## src/rtl/mode_arbiter_pkg.sv

```systemverilog
// mode_arbiter_pkg: shared types and constants for the mode arbiter slice.
//   state_t        - arbiter FSM states
//   MODE_*         - one-hot focus encodings driven on mode_sel
//   BTN_IDLE       - released level of an active-low 8-button bus
//   mode_onehot()  - state to mode_sel mapping (S_ALARM shows timer focus)
package mode_arbiter_pkg;

  typedef enum logic [1:0] {
    S_CLOCK,
    S_STOPWATCH,
    S_TIMER,
    S_ALARM
  } state_t;

  localparam logic [2:0] MODE_CLOCK     = 3'b001;
  localparam logic [2:0] MODE_STOPWATCH = 3'b010;
  localparam logic [2:0] MODE_TIMER     = 3'b100;

  localparam logic [7:0] BTN_IDLE = 8'hFF;

  function automatic logic [2:0] mode_onehot(input state_t s);
    logic [2:0] m;
    unique case (s)
      S_CLOCK:     m = MODE_CLOCK;
      S_STOPWATCH: m = MODE_STOPWATCH;
      S_TIMER:     m = MODE_TIMER;
      S_ALARM:     m = MODE_TIMER;
      default:     m = MODE_CLOCK;
    endcase
    return m;
  endfunction

endpackage

```

## src/rtl/btn_debounce.sv

```systemverilog
// btn_debounce: 2-flop synchronizer plus level debouncer for one
// active-low asynchronous button.
//   clk, rst  - system clock, asynchronous active-high reset
//   btn_raw   - asynchronous button input (idle high)
//   level     - debounced level (resets to 1)
//   rise      - one-cycle pulse when the debounced level goes 0->1
// The debounced level changes only after DEBOUNCE_CYCLES consecutive
// synchronized samples disagree with it; any agreeing sample restarts.
module btn_debounce #(
  parameter int unsigned DEBOUNCE_CYCLES = 120000
) (
  input  logic clk,
  input  logic rst,
  input  logic btn_raw,
  output logic level,
  output logic rise
);

  localparam int unsigned CNT_W =
    (DEBOUNCE_CYCLES > 1) ? $clog2(DEBOUNCE_CYCLES) : 1;
  localparam logic [CNT_W-1:0] CNT_LAST = CNT_W'(DEBOUNCE_CYCLES - 1);

  logic             sync1;
  logic             sync2;
  logic [CNT_W-1:0] cnt;

  always_ff @(posedge clk or posedge rst) begin
    if (rst) begin
      sync1 <= 1'b1;
      sync2 <= 1'b1;
      cnt   <= '0;
      level <= 1'b1;
      rise  <= 1'b0;
    end else begin
      sync1 <= btn_raw;
      sync2 <= sync1;
      rise  <= 1'b0;
      if (sync2 == level) begin
        cnt <= '0;
      end else if (cnt == CNT_LAST) begin
        cnt   <= '0;
        level <= sync2;
        rise  <= sync2;
      end else begin
        cnt <= cnt + 1'b1;
      end
    end
  end

endmodule

```

## src/rtl/mode_arbiter.sv

```systemverilog
// mode_arbiter: selects which of clock / stopwatch / timer units has
// focus, routes the function buttons to it and muxes its value to the
// display.
//   clk, rst                       - 12 MHz clock, async active-high reset
//   btn_mode                       - async active-low mode-cycle button
//   btn[7:0]                       - active-low function buttons
//   clk_value/sw_value/tmr_value   - unit values, VALUE_W bits each
//   tmr_alarm                      - timer end alarm is sounding
//   btn_clk/btn_sw/btn_tmr         - routed buttons (registered)
//   disp_value                     - displayed value (registered)
//   mode_sel                       - one-hot focus (registered)
// Build option: define MODE_ARBITER_ALARM_PREEMPT_EN to let tmr_alarm
// pre-empt clock/stopwatch focus; undefined leaves S_ALARM unreachable.
module mode_arbiter
  import mode_arbiter_pkg::*;
#(
  parameter int unsigned DEBOUNCE_CYCLES = 120000,
  parameter int unsigned VALUE_W         = 14
) (
  input  logic               clk,
  input  logic               rst,
  input  logic               btn_mode,
  input  logic [7:0]         btn,
  input  logic [VALUE_W-1:0] clk_value,
  input  logic [VALUE_W-1:0] sw_value,
  input  logic [VALUE_W-1:0] tmr_value,
  input  logic               tmr_alarm,
  output logic [7:0]         btn_clk,
  output logic [7:0]         btn_sw,
  output logic [7:0]         btn_tmr,
  output logic [VALUE_W-1:0] disp_value,
  output logic [2:0]         mode_sel
);

  logic   adv;
  logic   unused_mode_level;

  state_t state, state_nxt;
  state_t saved, saved_nxt;
  logic   swallow, swallow_nxt;  // alarm-exit press still held
  logic   guard, guard_nxt;      // focus moved while a press may be held
  logic   blocked;

  btn_debounce #(
    .DEBOUNCE_CYCLES(DEBOUNCE_CYCLES)
  ) u_mode_db (
    .clk    (clk),
    .rst    (rst),
    .btn_raw(btn_mode),
    .level  (unused_mode_level),
    .rise   (adv)
  );

  always_comb begin
    state_nxt   = state;
    saved_nxt   = saved;
    swallow_nxt = swallow;
    guard_nxt   = guard;
    unique case (state)
      S_CLOCK: begin
`ifdef MODE_ARBITER_ALARM_PREEMPT_EN
        if (tmr_alarm) begin
          state_nxt = S_ALARM;
          saved_nxt = S_CLOCK;
        end else
`endif
        if (adv) state_nxt = S_STOPWATCH;
      end
      S_STOPWATCH: begin
`ifdef MODE_ARBITER_ALARM_PREEMPT_EN
        if (tmr_alarm) begin
          state_nxt = S_ALARM;
          saved_nxt = S_STOPWATCH;
        end else
`endif
        if (adv) state_nxt = S_TIMER;
      end
      S_TIMER: begin
        if (adv) state_nxt = S_CLOCK;
      end
      S_ALARM: begin
        if (btn != BTN_IDLE) begin
          state_nxt   = saved;
          swallow_nxt = 1'b1;
        end else if (!tmr_alarm) begin
          state_nxt = saved;
        end
      end
      default: state_nxt = S_CLOCK;
    endcase
    // Arm the guard on a focus move, then release both holds as soon as
    // the bus reads idle so a fresh press passes through undelayed.
    if (state_nxt != state) guard_nxt = 1'b1;
    if (btn == BTN_IDLE) begin
      guard_nxt   = 1'b0;
      swallow_nxt = 1'b0;
    end
    blocked = guard_nxt | swallow_nxt;
  end

  // Reset arms the guard so a button held through reset is not delivered.
  always_ff @(posedge clk or posedge rst) begin
    if (rst) begin
      state      <= S_CLOCK;
      saved      <= S_CLOCK;
      swallow    <= 1'b0;
      guard      <= 1'b1;
      btn_clk    <= BTN_IDLE;
      btn_sw     <= BTN_IDLE;
      btn_tmr    <= BTN_IDLE;
      disp_value <= '0;
      mode_sel   <= MODE_CLOCK;
    end else begin
      state    <= state_nxt;
      saved    <= saved_nxt;
      swallow  <= swallow_nxt;
      guard    <= guard_nxt;
      mode_sel <= mode_onehot(state_nxt);
      btn_clk  <= BTN_IDLE;
      btn_sw   <= BTN_IDLE;
      btn_tmr  <= BTN_IDLE;
      if (!blocked) begin
        unique case (state_nxt)
          S_CLOCK:     btn_clk <= btn;
          S_STOPWATCH: btn_sw  <= btn;
          S_TIMER:     btn_tmr <= btn;
          default:     ;
        endcase
      end
      unique case (state_nxt)
        S_CLOCK:     disp_value <= clk_value;
        S_STOPWATCH: disp_value <= sw_value;
        default:     disp_value <= tmr_value;
      endcase
    end
  end

endmodule

```

## config.mk

```make
export PLATFORM = sky130hd
export DESIGN_NAME = mode_arbiter
export DESIGN_NICKNAME = d
export VERILOG_FILES = /design/src/rtl/mode_arbiter_pkg.sv /design/src/rtl/btn_debounce.sv /design/src/rtl/mode_arbiter.sv
export SDC_FILE = /design/constraint.sdc
export NUM_CORES = 1
export LEC_CHECK = 0
export BUFFER_PORTS_ARGS = -buffer_cell sky130_fd_sc_hd__buf_2
export CORE_MARGIN = 1.5
export CORE_UTILIZATION = 30
export DETAILED_ROUTE_END_ITERATION = 6
export GPL_TIMING_DRIVEN = 0
export PLACE_DENSITY = 0.56
export SYNTH_ARGS = -nofsm -noshare
export SYNTH_HDL_FRONTEND = slang
export SYNTH_SLANG_ARGS = --single-unit
```

## constraint.sdc

```tcl
create_clock -name clk -period 4.37 [get_ports clk]
set_input_delay 0.437 -clock clk [delete_from_list [all_inputs] [get_ports clk]]
set_output_delay 0.437 -clock clk [all_outputs]
set_load 0.01 [all_outputs]
```

After elaboration in Yosys (flattened, before gate mapping)

Index checks and enable logic that the tools add are counted.
Widths: inputs -> output; s select.

Latch bits: 0
Bits in registers: 66
Bits in writable memories: 0
Input port bits: 54
ROM bits: 0
Word-level logic and storage cells: 54
Output and inout port bits: 41
Memories: 0

Multipliers: 0
Shift operators: 0
Divide/modulo/power cells: 0
Reductions and logical operators: 4
Bitwise operators: 2
Muxes and demuxes: 23
Equal/unequal tests: 11
$add $sub $neg: 1
Order comparisons: 0

Operators with widths:

| operator              | number |
|---|---|
| $mux 8                | 6 |
| $mux 17               | 2 |
| $pmux 14 s2           | 1 |
| $add 17x1->17 const B | 1 |
| $eq 17x17->1 const B  | 1 |
| $mux 2                | 5 |
| $pmux 3 s3            | 1 |
| $eq 2x2->1 const B    | 4 |
| $eq 8x8->1 const B    | 1 |
| $ne 8x8->1 const B    | 1 |
| $pmux 2 s4            | 1 |
| $mux 1                | 7 |
| $eq 2x1->1 const B    | 2 |
| $logic_not 2->1       | 2 |
| $ne 2x2->1            | 1 |
| $reduce_and 2->1      | 1 |
| $reduce_or 2->1       | 1 |
| $eq 1x1->1            | 1 |
| $not 1->1             | 1 |
| $or 1x1->1            | 1 |

Depth between registers and ports, before layout

Gate-level depths: netlist of run 1.

Depth in word-level cells: 8
Depth in mapped cells: 6

By module

Synthesis of run 1 repeated with hierarchy kept, for this count alone.

Cells, all modules: 334
Area, all modules: 3,512.1 um^2

Modules (own cells, without submodules):

| module       | instances | cells each | sequential area each (um^2) | area each (um^2) |
|---|---|---|---|---|
| mode_arbiter | 1         | 240        | 1,158.6                     | 2,526.2 |
| btn_debounce | 1         | 94         | 529.3                       | 985.9 |

Worst setup path before layout of run 1

Ideal clock, no wire load.

Path type: register to register
From: register u_mode_db.cnt[0]
To: register u_mode_db.level
Required time: 4.288 ns
Setup slack: 2.773 ns
Clock period less this slack: 1.597 ns
Data arrival time: 1.515 ns
Stages on the path, launching flop included: 6
Library setup time: 0.082 ns
Path through: dfrtp_1 -> ha_1 -> inv_1 -> or2_1 -> or2_1 -> mux2_4

Word-level cells in the longest chain between the ends: 2

Ends and longest elaborated chain:

| what                       | line               | RTL |
|---|---|---|
| start, declared            | btn_debounce.sv:25 | `logic [CNT_W-1:0] cnt;` |
| start signal, assigned     | btn_debounce.sv:45 | `cnt <= cnt + 1'b1;` |
| $eq 17x17->1               | btn_debounce.sv:40 | `end else if (cnt == CNT_LAST) begin` |
| $reduce_and 2->1 (no line) | --                 |  |
| end signal, assigned       | btn_debounce.sv:42 | `level <= sync2;` |
| end, declared              | btn_debounce.sv:15 | `output logic level,` |

No other way between the ends.
A chain may end at the register's enable or synchronous reset.

Final worst setup path of run 1

From: register u_mode_db.cnt[0]
To: register u_mode_db.cnt[7]

Word-level cells in the longest chain between the ends: 3
Elaborated cells on any way between the ends: 4
Those cells by class: add/sub (1); eq/ne (1); mux (2)

Ends and longest elaborated chain:

| what                                          | line                                   | RTL |
|---|---|---|
| $add 17x1->17 or $eq 17x17->1 (tied branches) | btn_debounce.sv:45, btn_debounce.sv:40 |  |
| $mux 17 *                                     | btn_debounce.sv:40                     |  |
| $mux 17 *                                     | btn_debounce.sv:38                     | `if (sync2 == level) begin` |

Mark *: on every way between the ends. The rest lies on a longest branch, timed or not.

==> results of run 1 <==
[cells in the final DEF (no fill, tap or decap), types with 2 or more instances in the layout]
cell type,netlist,final
or2_2,18,18
nor2_1,22,22
nor4_1,7,7
nor2_2,2,2
nand2_1,7,7
a21oi_1,2,2
o21ai_0,14,14
nand2b_1,10,10
nor3_1,3,3
nor4bb_1,2,2
buf_4,7,7
mux2i_1,42,42
xor2_1,4,4
clkbuf_8,0,9
clkinv_2,0,4
nand4_2,2,2
buf_6,2,2
nand4_1,4,4
o21ai_2,2,2
dfrtp_1,37,37
dfstp_2,29,29
a221o_1,14,14
xnor2_1,14,14
or2_1,2,2
clkbuf_1,1,2
buf_2,4,98
o22a_1,14,14
nand3_1,8,8
inv_1,4,3
[per-layer routing]
layer | track usage (%) | routed length, um | vias to the layer above
met5 | 0 | 0 | -
met4 | 4.79 | 56 | 0
met3 | 4.06 | 589 | 6
met2 | 23.7 | 3790 | 92
met1 | 18.5 | 3640 | 1250
li1 | - | - | 1254
[flip-flops by register name, summed over array words and instances (netlist names)]
signal	flops
u_mode_db.cnt	17
disp_value	14
btn_clk	8
btn_sw	8
btn_tmr	8
mode_sel	3
state	2
guard	1
swallow	1
u_mode_db.level	1
u_mode_db.rise	1
u_mode_db.sync1	1
u_mode_db.sync2	1
[power by group]
part	internal [mW]	leakage, nW	switching [mW]
registers	0.629	0.783	0.00631
clock network	0.260	0.0958	0.234
logic	0.0447	0.765	0.0589
[cell usage after synthesis]
library cell  number  area share [%]
nor4_4             1            0.63
o21bai_1           1            0.22
ha_1               1            0.37
or2_1              2            0.37
nor2_1            22             2.5
nand4_1            4            0.74
inv_1              4            0.45
and3_1             1            0.19
a221o_1           14             4.2
o22a_1            14             3.6
o21ai_2            2            0.52
nand3_1            8             1.2
mux2_4             1            0.45
nand2_1            7            0.78
mux2i_2            1            0.41
xor2_1             4             1.0
or3b_1             1            0.26
dfstp_2           29              23
or2_2             18             3.4
o21ai_0           14             2.1
dfrtp_1           37              28
nor2b_1            1            0.19
nor2_2             2            0.37
mux2i_1           42              13
buf_2              4            0.60
buf_4              7             1.6
nor4_1             7             1.3
buf_6              2            0.67
nand2b_1          10             1.9
a21oi_2            1            0.26
nor3_1             3            0.45
a21oi_1            2            0.30
clkbuf_1           1            0.11
nand4_2            2            0.74
nor4b_4            1            0.71
a2bb2o_1           1            0.30
nor3b_1            1            0.22
xnor2_1           14             3.6
nor4bb_1           2            0.60
[final timing paths]
check / endpoint / start / cells after the start / slack [ns]
setup reg to reg: u_mode_db.cnt[7]$_DFF_PP0_ / u_mode_db.cnt[0]$_DFF_PP0_ / 6 / 2.50
hold reg to reg: u_mode_db.sync2$_DFF_PP1_ / u_mode_db.sync1$_DFF_PP1_ / 0 / 0.36
setup / recovery: u_mode_db.cnt[7]$_DFF_PP0_ / u_mode_db.cnt[0]$_DFF_PP0_ / 6 / 2.50
min in group asynchronous: u_mode_db.cnt[7]$_DFF_PP0_ / rst / 2 / 0.27
hold / removal: u_mode_db.sync1$_DFF_PP1_ / btn_mode / 1 / 0.21
max in group asynchronous: u_mode_db.cnt[5]$_DFF_PP0_ / rst / 2 / 3.59
[through the flow]
step	setup slack (ns)	util, %	instances	power [mW]
after CTS	2.45	38.5	539	1.25
final	2.50	38.5	539	1.23
after detailed placement	2.47	36.8	523	0.752
after floorplan	2.33	-	289	0.694
after global routing	2.36	38.5	539	1.30
after global placement	1.44	36.8	523	0.748
[final cells by class]
cell class | count | area, um2 | area share, %
buffer | 14 | 98.8 | 2.36
clock buffer | 10 | 128 | 3.04
tap | 140 | 175 | 4.18
clock inverter | 6 | 57.6 | 1.37
timing repair buffer | 94 | 470 | 11.2
inverter | 4 | 17.5 | 0.418
sequential | 66 | 1690 | 40.3
multi-input combinational | 205 | 1560 | 37.2
[cells by family (layout without fill, tap and decap cells)]
| family | Yosys count | after routing |
|---|---|---|
| fa+ha+maj | 1 | 1 |
| compound gates | 49 | 49 |
| mux | 44 | 44 |
| flops | 66 | 66 |
| xor+xnor | 18 | 18 |
| buf+inv | 18 | 128 |
| simple gates | 93 | 93 |
==> metrics.md, run 1 <==
| Metric | Value |
|---|---|
| Status | `finished, final reports clean` |
| Area of the core | `between 0.01 and 0.015 mm2` |
| CTS tree | `done` |
| Clock Tree Root | `clkbuf_8` |
| Congestion Overflow GR | `0` |
| Detailed placement HPWL | `5.71 mm` |
| Setup TNS | `0 ns` |
| Setup Viol. Count Final | `0` |
| Yosys warns | `0` |
| Slowest-stage cell, CP | `dfrtp_1` |
| FMAX | `536 MHz` |
| Synth unique cells | `39` |
| DRC viols | `0` |
| Site row count | `38` |
| Number of max-cap violations | `0` |
| Routed Antenna Nets | `0` |
| Die area | `around 0.012 mm2` |
| Setup crit start kind | `flip-flop` |
| Port Buf Inserts | `94` |
| Via/cell ratio | `approximately 4.8` |
| Initial antenna violation count | `0` |
| Placer Congestion | `0.776` |
| Area growth syn-to-layout | `24.8%` |
| Pre-antenna DRT Iters | `4` |
| Vias in the first global route | `about 2700` |
| Post-Synthesis Cells | `between 200 and 300` |
| Post-Synth Adder-Cell Area | `less than 1%` |
| Syn nets | `between 300 and 400` |
| Leak | `around 1.6 nW` |
| WHS | `approximately 0.21 ns` |
| # Post-CTS Setup Buffers | `0` |
| Hold crit path type | `in -> reg` |
| Slowest stage delay, CP | `between 0.4 and 0.5 ns` |
| Final hold vios | `0` |
| Slew Viols, Final | `0` |
| Largest net degree at the start of global routing | `67` |
| Crit Path Max Fanout | `10` |
| Fillers | `between 1000 and 1500` |
| Layout cells sized above 1 | `between 40% and 50%` |
| Simple-gate share of the synthesized area | `16.4%` |
| ANT cells | `0` |
| RSZ-0062 raised after global routing | `no` |
| Post-cts hold buffer count | `0` |
| Worst slew margin | `a little under half` |
| Syn Std Cell Area | `approximately 0.0034 mm2` |
| Clock Tree Buf Depth | `2` |
| Final period util | `42.7%` |
| Top Ports | `95` |
| Maximum vdd drop | `about 0.15 mV` |
| First-pass GRT wire length | `roughly 13 mm` |
| Final wirelength | `a little over 8 mm` |
| Worst path required time | `4.59 ns` |
| Clock Latency Late Sink | `0.33 ns` |
| Kind of cell adding the most delay to the critical path | `flip-flops` |
| Final instance area | `0.00419 mm2` |
| H-tree levels | `3` |
| Critical Path AT | `around 2.1 ns` |
| Compound-Gate Fraction of Synth Area | `a little under an eighth` |
| Xor and xnor fraction of the mapped netlist area | `under 10%` |
| Register area share after synthesis | `roughly half` |
| Nets@finish | `between 400 and 500` |
| Worst Path Class, Setup | `reg -> reg` |
| Slew @ Worst Pin | `0.804 ns` |
| Die span in y | `between 100 and 150 um` |
| Sink Count | `66` |
| Wirelength per Cell | `around 15 um` |
| Buffers & Inverters on Critical Path | `2` |
| CTS Buf Count | `9` |
| Worst setup EP type | `flip-flop` |
| Largest family of logic cells by synthesized area | `simple AND/OR/NAND/NOR gates` |
| Mux contribution to synthesized area | `approximately an eighth` |
| Seq cells post-synth | `between 60 and 70` |
| Starting density of the core | `between 30% and 40%` |
| Die width | `109 um` |
| 1st-iter DRT viols | `~110` |
| Clock-pin slew on the worst setup and hold paths | `0.07 ns` |
| Cts repair resizes | `0` |
| Tmin final | `1.87 ns` |
| Placed cell areas | `approximately 0.004 mm2` |
| Skew final | `0.0137 ns` |
| Syn_area_per_cell | `~12 um2` |
| CP cell instances | `ha_1 -> inv_1 -> or2_1 -> o21ai_2 -> buf_2 -> nor2_1` |
| PD cells | `294 mW/mm2` |
| Gr usage total | `~15%` |
| Vias | `approximately 2600` |
Note: power is estimated with default switching activity, not from simulation.
==> run 2: changes to the inputs <==
--- a/config.mk
+++ b/config.mk
@@ -10,7 +10,7 @@
 export CORE_UTILIZATION = 30
 export DETAILED_ROUTE_END_ITERATION = 6
 export GPL_TIMING_DRIVEN = 0
-export PLACE_DENSITY = 0.56
+export PLACE_DENSITY = 0.58
 export SYNTH_ARGS = -nofsm -noshare
 export SYNTH_HDL_FRONTEND = slang
 export SYNTH_SLANG_ARGS = --single-unit
==> constraint.sdc (replaced) <==
create_clock -name clk -period 1.7 [get_ports clk]
set_input_delay 0.17 -clock clk [delete_from_list [all_inputs] [get_ports clk]]
set_output_delay 0.17 -clock clk [all_outputs]
set_load 0.01 [all_outputs]
==> run 2 against run 1 <==
  * Combinational power rose to 2.8 times the previous value
  * Final area up 5.9%
  * Register-to-register slack lost 2.5 ns
  * Via count increased by 4.0%
  * Flip-flop and latch count unchanged
  * Sequential power increased to 2.6 times the previous value
  * Final cell count up 2.0%
  * Critical path type unchanged
  * Highest routed layer unchanged
==> metrics.md, run 2 (same netlist as run 1, synthesis figures left out) <==
| Metric | Value |
|---|---|
| Status | `finished, final reports clean (unchanged)` |
| Switch Pwr | `769 uW (was 299 uW)` |
| Worst path required time | `1.96 ns (was 4.59 ns)` |
| Nets@finish | `460 (was 449)` |
| Sw frac | `22.2% (was 24.2%)` |
| Placed cell areas | `0.00403 mm2 (was 0.00401 mm2)` |
| Final wirelength | `8.04 mm (was 8.08 mm)` |
| Finished Layout Cells | `550 (was 539)` |
| Clock-pin slew on the worst setup and hold paths | `0.07 ns (about the same)` |
| Via/cell ratio | `4.92 (was 4.83)` |
| Initial antenna violation count | `0 (unchanged)` |
| Setup crit start kind | `flip-flop (unchanged)` |
| Largest reg by FF count | `u_mode_db.cnt (unchanged)` |
| DRC viols | `0 (unchanged)` |
| Vias in the first global route | `2647 (was 2667)` |
| FF-to-FF End | `u_mode_db.level$_DFFE_PP1P_ (was u_mode_db.cnt[7]$_DFF_PP0_)` |
| Hold crit path type | `in -> reg (unchanged)` |
| Slowest stage delay, CP | `0.42 ns (was 0.41 ns)` |
| Worst hold stages | `2 (was 1)` |
| Largest net degree at the start of global routing | `39 (was 67)` |
| P_int | `2.69 mW (was 934 uW)` |
| Vias | `2707 (was 2602)` |
| Gr usage total | `14.4% (was 14.5%)` |
| FMAX | `607 MHz (was 536 MHz)` |
| Most frequent cells in the layout | `buf_2, mux2i_1, dfrtp_1, dfstp_2, nor2_1 (unchanged)` |
| R2R Setup Slk | `0.05 ns (was 2.50 ns)` |
| Slowest-stage cell, CP | `dfrtp_1 (unchanged)` |
| First-pass GRT wire length | `13.1 mm (was 13.2 mm)` |
| Setup Viol. Count Final | `0 (unchanged)` |
| 1st-iter DRT viols | `80 (was 114)` |
| Top Ports | `95 (unchanged)` |
| H-tree levels | `3 (unchanged)` |
| Die area | `0.0118 mm2 (unchanged)` |
| Number of flip-flops in the largest register | `17 (unchanged)` |
| Die width | `109 um (unchanged)` |
| Area growth syn-to-layout | `32.2% (was 24.8%)` |
| Worst slew margin | `55.7% (was 46.4%)` |
| CTS tree | `done (unchanged)` |
| RSZ-0062 raised after global routing | `yes (was no)` |
| Worst setup EP type | `flip-flop (unchanged)` |
| Final instance area | `0.00444 mm2 (was 0.00419 mm2)` |
| Most common cell after layout, fill and taps aside | `buf_2 (unchanged)` |
| Final hold vios | `0 (unchanged)` |
| Tmin final | `1.65 ns (was 1.87 ns)` |
| Site row count | `38 (unchanged)` |
| ANT cells | `0 (unchanged)` |
| Slew @ Worst Pin | `0.663 ns (was 0.804 ns)` |
| Crit Path Max Fanout | `5 (was 10)` |
| Clock Tree Root | `clkbuf_8 (unchanged)` |
| Worst Path Class, Setup | `reg -> reg (unchanged)` |
| Number of max-cap violations | `0 (unchanged)` |
| Skew final | `0.00905 ns (was 0.0137 ns)` |
| Cells on worst reg2reg path | `4 (was 6)` |
| Layout cells sized above 1 | `48.8% (was 45.4%)` |
| Clock Latency Late Sink | `0.34 ns (was 0.33 ns)` |
| Sink Count | `66 (unchanged)` |
| Regs by FF count | `u_mode_db.cnt x17, disp_value x14 (unchanged)` |
| Starting density of the core | `30.9% (unchanged)` |
| Post-layout worst setup margin | `0.0523 ns (was 2.50 ns)` |
| Pre-CTS WS | `-0.180 ns (was 2.47 ns)` |
| Fillers | `1072 (was 1098)` |
| Wirelength per Cell | `14.6 um (was 15.0 um)` |
| Die span in y | `109 um (unchanged)` |
| Clock Tree Buf Depth | `2 (unchanged)` |
| Register Area | `0.00169 mm2 (about the same)` |
| Final period util | `96.9% (was 42.7%)` |
| Port Buf Inserts | `94 (unchanged)` |
| Detailed placement HPWL | `5.79 mm (was 5.71 mm)` |
| Leak | `1.74 nW (was 1.64 nW)` |
| Maximum vdd drop | `0.307 mV (was 0.149 mV)` |
| Worst setup path start | `u_mode_db.cnt[6]$_DFF_PP0_ (was u_mode_db.cnt[0]$_DFF_PP0_)` |
| Worst r2r src | `u_mode_db.cnt[6]$_DFF_PP0_ (was u_mode_db.cnt[0]$_DFF_PP0_)` |
| Placer Congestion | `0.787 (was 0.776)` |
| Reg power frac | `47.3% (was 51.6%)` |
| CP cell instances | `nor4bb_1 -> nand4_1 -> or2_4 -> mux2_4 (was ha_1 -> inv_1 -> or2_1 -> o21ai_2 -> buf_2 -> nor2_1)` |
| Worst setup path endpoint | `u_mode_db.level$_DFFE_PP1P_ (was u_mode_db.cnt[7]$_DFF_PP0_)` |
| Routed Antenna Nets | `0 (unchanged)` |
| Area of the multi-input gates | `0.00161 mm2 (was 0.00156 mm2)` |
| Critical Path AT | `1.91 ns (was 2.08 ns)` |
| Slew Viols, Final | `0 (unchanged)` |
| CTS Buf Count | `9 (unchanged)` |
| Area of the core | `0.0109 mm2 (unchanged)` |
| Congestion Overflow GR | `0 (unchanged)` |
| Placed Instances | `524 (was 523)` |
| Pre-antenna DRT Iters | `4 (unchanged)` |
| Setup TNS | `0 ns (unchanged)` |
| WHS | `0.0704 ns (was 0.212 ns)` |
| PD cells | `778 mW/mm2 (was 294 mW/mm2)` |
| Clk network pwr share | `44.3% (was 40.0%)` |
| Comb pwr share | `8.3% (was 8.4%)` |
[run 2: changes by cell type in the layout (fill, tap and decap cells not counted), sizes merged]
cell         delta
buf             +7
clkbuf          +6
clkinv          -4
clkinvlp        +1
dlygate4sd3     +2
inv             -1
[run 2: cell type report]
class | instances | share of cell area, %
plain buffers | 14 | 3.01
inverters | 4 | 0.423
flip-flops and latches | 66 | 38.0
well taps | 140 | 3.94
clock inverters | 2 | 0.845
multi-input cells | 205 | 36.3
repair buffers | 105 | 12.8
clock buffers | 14 | 4.62
[run 2: worst min-delay path by stage]
| stage | from | endpoint | slack (ns) |
|---|---|---|---|
| final | btn[5] | btn_clk[5]$_DFF_PP1_ | 0.07 |
| after global routing | btn[5] | btn_sw[5]$_DFF_PP1_ | 0.06 |
| after CTS | btn[5] | btn_clk[5]$_DFF_PP1_ | 0.05 |
| after detailed placement | btn_mode | u_mode_db.sync1$_DFF_PP1_ | 0.29 |
| after global placement | btn_mode | u_mode_db.sync1$_DFF_PP1_ | 0.30 |
| after floorplan | btn_mode | u_mode_db.sync1$_DFF_PP1_ | 0.17 |
[run 2: worst max-delay path: cells and delay by family, from the launching register on]
family / cells / cell delay, ns
DFF: 1 / 0.42
muxes: 1 / 0.30
and+or+nand+nor: 3 / 0.86
[run 2: power by group through the flow]
stage | sequential [mW] | combinational, mW | clock [mW]
after floorplan | 1.67 | 0.114 | 0
after global placement | 1.66 | 0.265 | 0
after detailed placement | 1.66 | 0.278 | 0
after CTS | 1.64 | 0.289 | 1.58
after global routing | 1.64 | 0.325 | 1.66
final | 1.64 | 0.288 | 1.53
[run 2: metrics by stage]
step	power, mW	utilization, %
2_1_floorplan	1.79	-
3_3_place_gp	1.93	36.8
3_5_place_dp	1.94	37.0
4_1_cts	3.50	39.9
5_1_grt	3.62	40.8
6_report	3.46	40.8
[run 2: metal layers]
metal	global-route usage (%)	part of all wire (%)	up-vias
met5	0	0	-
met4	4.51	1.4	0
met3	4.72	8.1	11
met2	22.7	46	100
met1	18.6	45	1319
li1	-	-	1277
[run 2: repair_timing]
action	CTS	global route
gates cloned	0	0
pin swaps	0	4
setup endpoints to repair	23	35
hold buffers	2	0
gates resized for setup	6	18
buffers inserted	2	6
endpoints found under the hold margin	24	0
==> run 3: changes to the inputs <==
--- a/config.mk
+++ b/config.mk
@@ -11,6 +11,7 @@
 export DETAILED_ROUTE_END_ITERATION = 6
 export GPL_TIMING_DRIVEN = 0
 export PLACE_DENSITY = 0.58
+export REMOVE_ABC_BUFFERS = 1
 export SYNTH_ARGS = -nofsm -noshare
 export SYNTH_HDL_FRONTEND = slang
 export SYNTH_SLANG_ARGS = --single-unit
==> run 3 against run 2 <==
  * Clock skew is 0.0012 ns higher
  * Non-clock buffer count is 9 lower
  * Register-to-register slack hardly changed
  * Sequential power hardly changed
  * Critical endpoint unchanged
  * Largest cell class unchanged
  * Setup slack worse by 0.012 ns
  * Final cell count is 1.6% lower
==> metrics.md, run 3 (same netlist as run 1, synthesis figures left out) <==
| Metric | Value |
|---|---|
| Comb pwr share | `8.8% (was 8.3%)` |
| Status | `finished, final reports clean (unchanged)` |
| Pre-antenna DRT Iters | `4 (unchanged)` |
| Crit Path Max Fanout | `4 (was 5)` |
| Pre-CTS WS | `-0.408 ns (was -0.180 ns)` |
| Reg power frac | `50.4% (was 47.3%)` |
| Clock Tree Root | `clkbuf_8 (unchanged)` |
| Die span in y | `109 um (unchanged)` |
| Layout cells sized above 1 | `48.4% (was 48.8%)` |
| Clock Tree Buf Depth | `2 (unchanged)` |
| Slew @ Worst Pin | `0.812 ns (was 0.663 ns)` |
| DRC viols | `0 (unchanged)` |
| Number of max-cap violations | `0 (unchanged)` |
| 1st-iter DRT viols | `151 (was 80)` |
| Fillers | `1077 (was 1072)` |
| Clk network pwr share | `40.8% (was 44.3%)` |
| Top Ports | `95 (unchanged)` |
| Congestion Overflow GR | `0 (unchanged)` |
| Critical Path AT | `1.94 ns (was 1.91 ns)` |
| Metal3 WL | `413 um (was 651 um)` |
| Area of the core | `0.0109 mm2 (unchanged)` |
| Largest reg by FF count | `u_mode_db.cnt (unchanged)` |
| FMAX | `602 MHz (was 607 MHz)` |
| Gr usage total | `14.3% (was 14.4%)` |
| P_int | `2.39 mW (was 2.69 mW)` |
| Cells on worst reg2reg path | `4 (unchanged)` |
| Slew Viols, Final | `0 (unchanged)` |
| Placer Congestion | `0.808 (was 0.787)` |
| Clock Latency Late Sink | `0.34 ns (about the same)` |
| Sw frac | `26.3% (was 22.2%)` |
| Most common cell after layout, fill and taps aside | `buf_2 (unchanged)` |
| Site row count | `38 (unchanged)` |
| Port Buf Inserts | `94 (unchanged)` |
| RSZ-0062 raised after global routing | `yes (unchanged)` |
| PD cells | `749 mW/mm2 (was 778 mW/mm2)` |
| Worst path required time | `1.98 ns (was 1.96 ns)` |
| Post-layout worst setup margin | `0.0400 ns (was 0.0523 ns)` |
| Initial antenna violation count | `0 (unchanged)` |
| Regs by FF count | `u_mode_db.cnt x17, disp_value x14 (unchanged)` |
| Routed Antenna Nets | `0 (unchanged)` |
| Wirelength per Cell | `14.7 um (was 14.6 um)` |
| Skew final | `0.0102 ns (was 0.00905 ns)` |
| Maximum vdd drop | `0.336 mV (was 0.307 mV)` |
| Final period util | `97.6% (was 96.9%)` |
| Final wirelength | `7.97 mm (was 8.04 mm)` |
| CTS Buf Count | `9 (unchanged)` |
| Die area | `0.0118 mm2 (unchanged)` |
| H-tree levels | `3 (unchanged)` |
| Worst slew margin | `45.8% (was 55.7%)` |
| Finished Layout Cells | `541 (was 550)` |
| Area growth syn-to-layout | `28.9% (was 32.2%)` |
| ANT cells | `0 (unchanged)` |
| CTS tree | `done (unchanged)` |
| Placed Instances | `511 (was 524)` |
| Vias | `2625 (was 2707)` |
| Setup Viol. Count Final | `0 (unchanged)` |
| Worst setup EP type | `flip-flop (unchanged)` |
| Detailed placement HPWL | `5.39 mm (was 5.79 mm)` |
| Sink Count | `66 (unchanged)` |
| Final hold vios | `0 (unchanged)` |
| Setup crit start kind | `flip-flop (unchanged)` |
| R2R Setup Slk | `0.04 ns (was 0.05 ns)` |
| Switch Pwr | `853 uW (was 769 uW)` |
| Met2 WL post-DR | `3.82 mm (was 3.68 mm)` |
| Worst hold stages | `2 (unchanged)` |
| Placed cell areas | `0.00395 mm2 (was 0.00403 mm2)` |
| Wire length on met1 | `3.65 mm (was 3.60 mm)` |
| Number of flip-flops in the largest register | `17 (unchanged)` |
| Final instance area | `0.00433 mm2 (was 0.00444 mm2)` |
| First-pass GRT wire length | `12.8 mm (was 13.1 mm)` |
| Die width | `109 um (unchanged)` |
| Clock-pin slew on the worst setup and hold paths | `0.08 ns (was 0.07 ns)` |
| Via/cell ratio | `4.85 (was 4.92)` |
| Most frequent cells in the layout | `buf_2, mux2i_1, dfrtp_1, dfstp_2, nor2_1 (unchanged)` |
| Vias in the first global route | `2563 (was 2647)` |
| Top sig layer | `met4 (unchanged)` |
| Largest net degree at the start of global routing | `39 (unchanged)` |
| Worst Path Class, Setup | `reg -> reg (unchanged)` |
| Nets@finish | `451 (was 460)` |
| Tmin final | `1.66 ns (was 1.65 ns)` |
| Starting density of the core | `30.9% (unchanged)` |
| Hold crit path type | `in -> reg (unchanged)` |
| Leak | `1.68 nW (was 1.74 nW)` |
[run 3: cell count changes in the layout (fill, tap and decap cells not counted), sizes merged]
cell | previous run | this run
inv | 3 | 9
buf | 114 | 107
bufinv | 1 | 0
clkinvlp | 2 | 1
clkbuf | 17 | 11
[run 3: layout make-up]
type	instances	area, um2	area share [%]
clock inverters	6	51.3	1.18
repair buffers	110	638	14.7
multi-input cells	205	1610	37.1
inverters	4	15.0	0.347
flip-flops and latches	66	1700	39.2
well taps	140	175	4.04
clock buffers	10	149	3.44
[run 3: routing by layer]
metal	global-route usage [%]	up-vias
li1	-	1259
met1	18.3	1282
met2	23.5	77
met3	3.77	7
met4	4.51	0
met5	0	-
[run 3: path summary, 6_finish.rpt]
kind                                               end                        start
min in group asynchronous      disp_value[7]$_DFF_PP0_                          rst
hold reg to reg              u_mode_db.sync2$_DFF_PP1_    u_mode_db.sync1$_DFF_PP1_
max in group asynchronous    u_mode_db.sync1$_DFF_PP1_                          rst
setup reg to reg           u_mode_db.level$_DFFE_PP1P_  u_mode_db.cnt[11]$_DFF_PP0_
hold / removal                     btn_sw[2]$_DFF_PP1_                       btn[2]
setup / recovery           u_mode_db.level$_DFFE_PP1P_  u_mode_db.cnt[11]$_DFF_PP0_
[run 3: per-stage QoR]
step / utilization [%] / TNS [ns] / power [mW] / hold WS (ns)
3_3_place_gp: 35.9 / -114.13 / 1.92 / 0.284
5_1_grt: 39.8 / -0.0195 / 3.42 / 0.0425
4_1_cts: 39.3 / 0 / 3.31 / 0.0439
2_1_floorplan: - / -39.15 / 1.78 / 0.174
3_5_place_dp: 36.3 / -12.76 / 1.93 / 0.286
6_report: 39.8 / 0 / 3.25 / 0.0598
[run 3: power by group through the flow]
stage	logic (mW)	registers, mW	clock network (mW)
after floorplan	0.112	1.67	0
after global placement	0.256	1.66	0
after detailed placement	0.272	1.66	0
after CTS	0.289	1.64	1.38
after global routing	0.323	1.64	1.46
final	0.286	1.64	1.33
[run 3: worst max-delay path, cell delays in order (launching register included)]
cell and delay, ns:
dfrtp_1 0.43, nor4bb_1 0.31, nand4_1 0.25, or2_4 0.32, mux2_4 0.30
[run 3: what timing repair did]
| item | in CTS | in global routing |
|---|---|---|
| hold endpoints to repair | 4 | 0 |
| hold buffers | 2 | 0 |
| resized for setup | 9 | 6 |
| gates cloned | 0 | 1 |
| pin swaps | 3 | 3 |
| endpoints found under the setup margin | 60 | 32 |
| setup buffers | 9 | 2 |
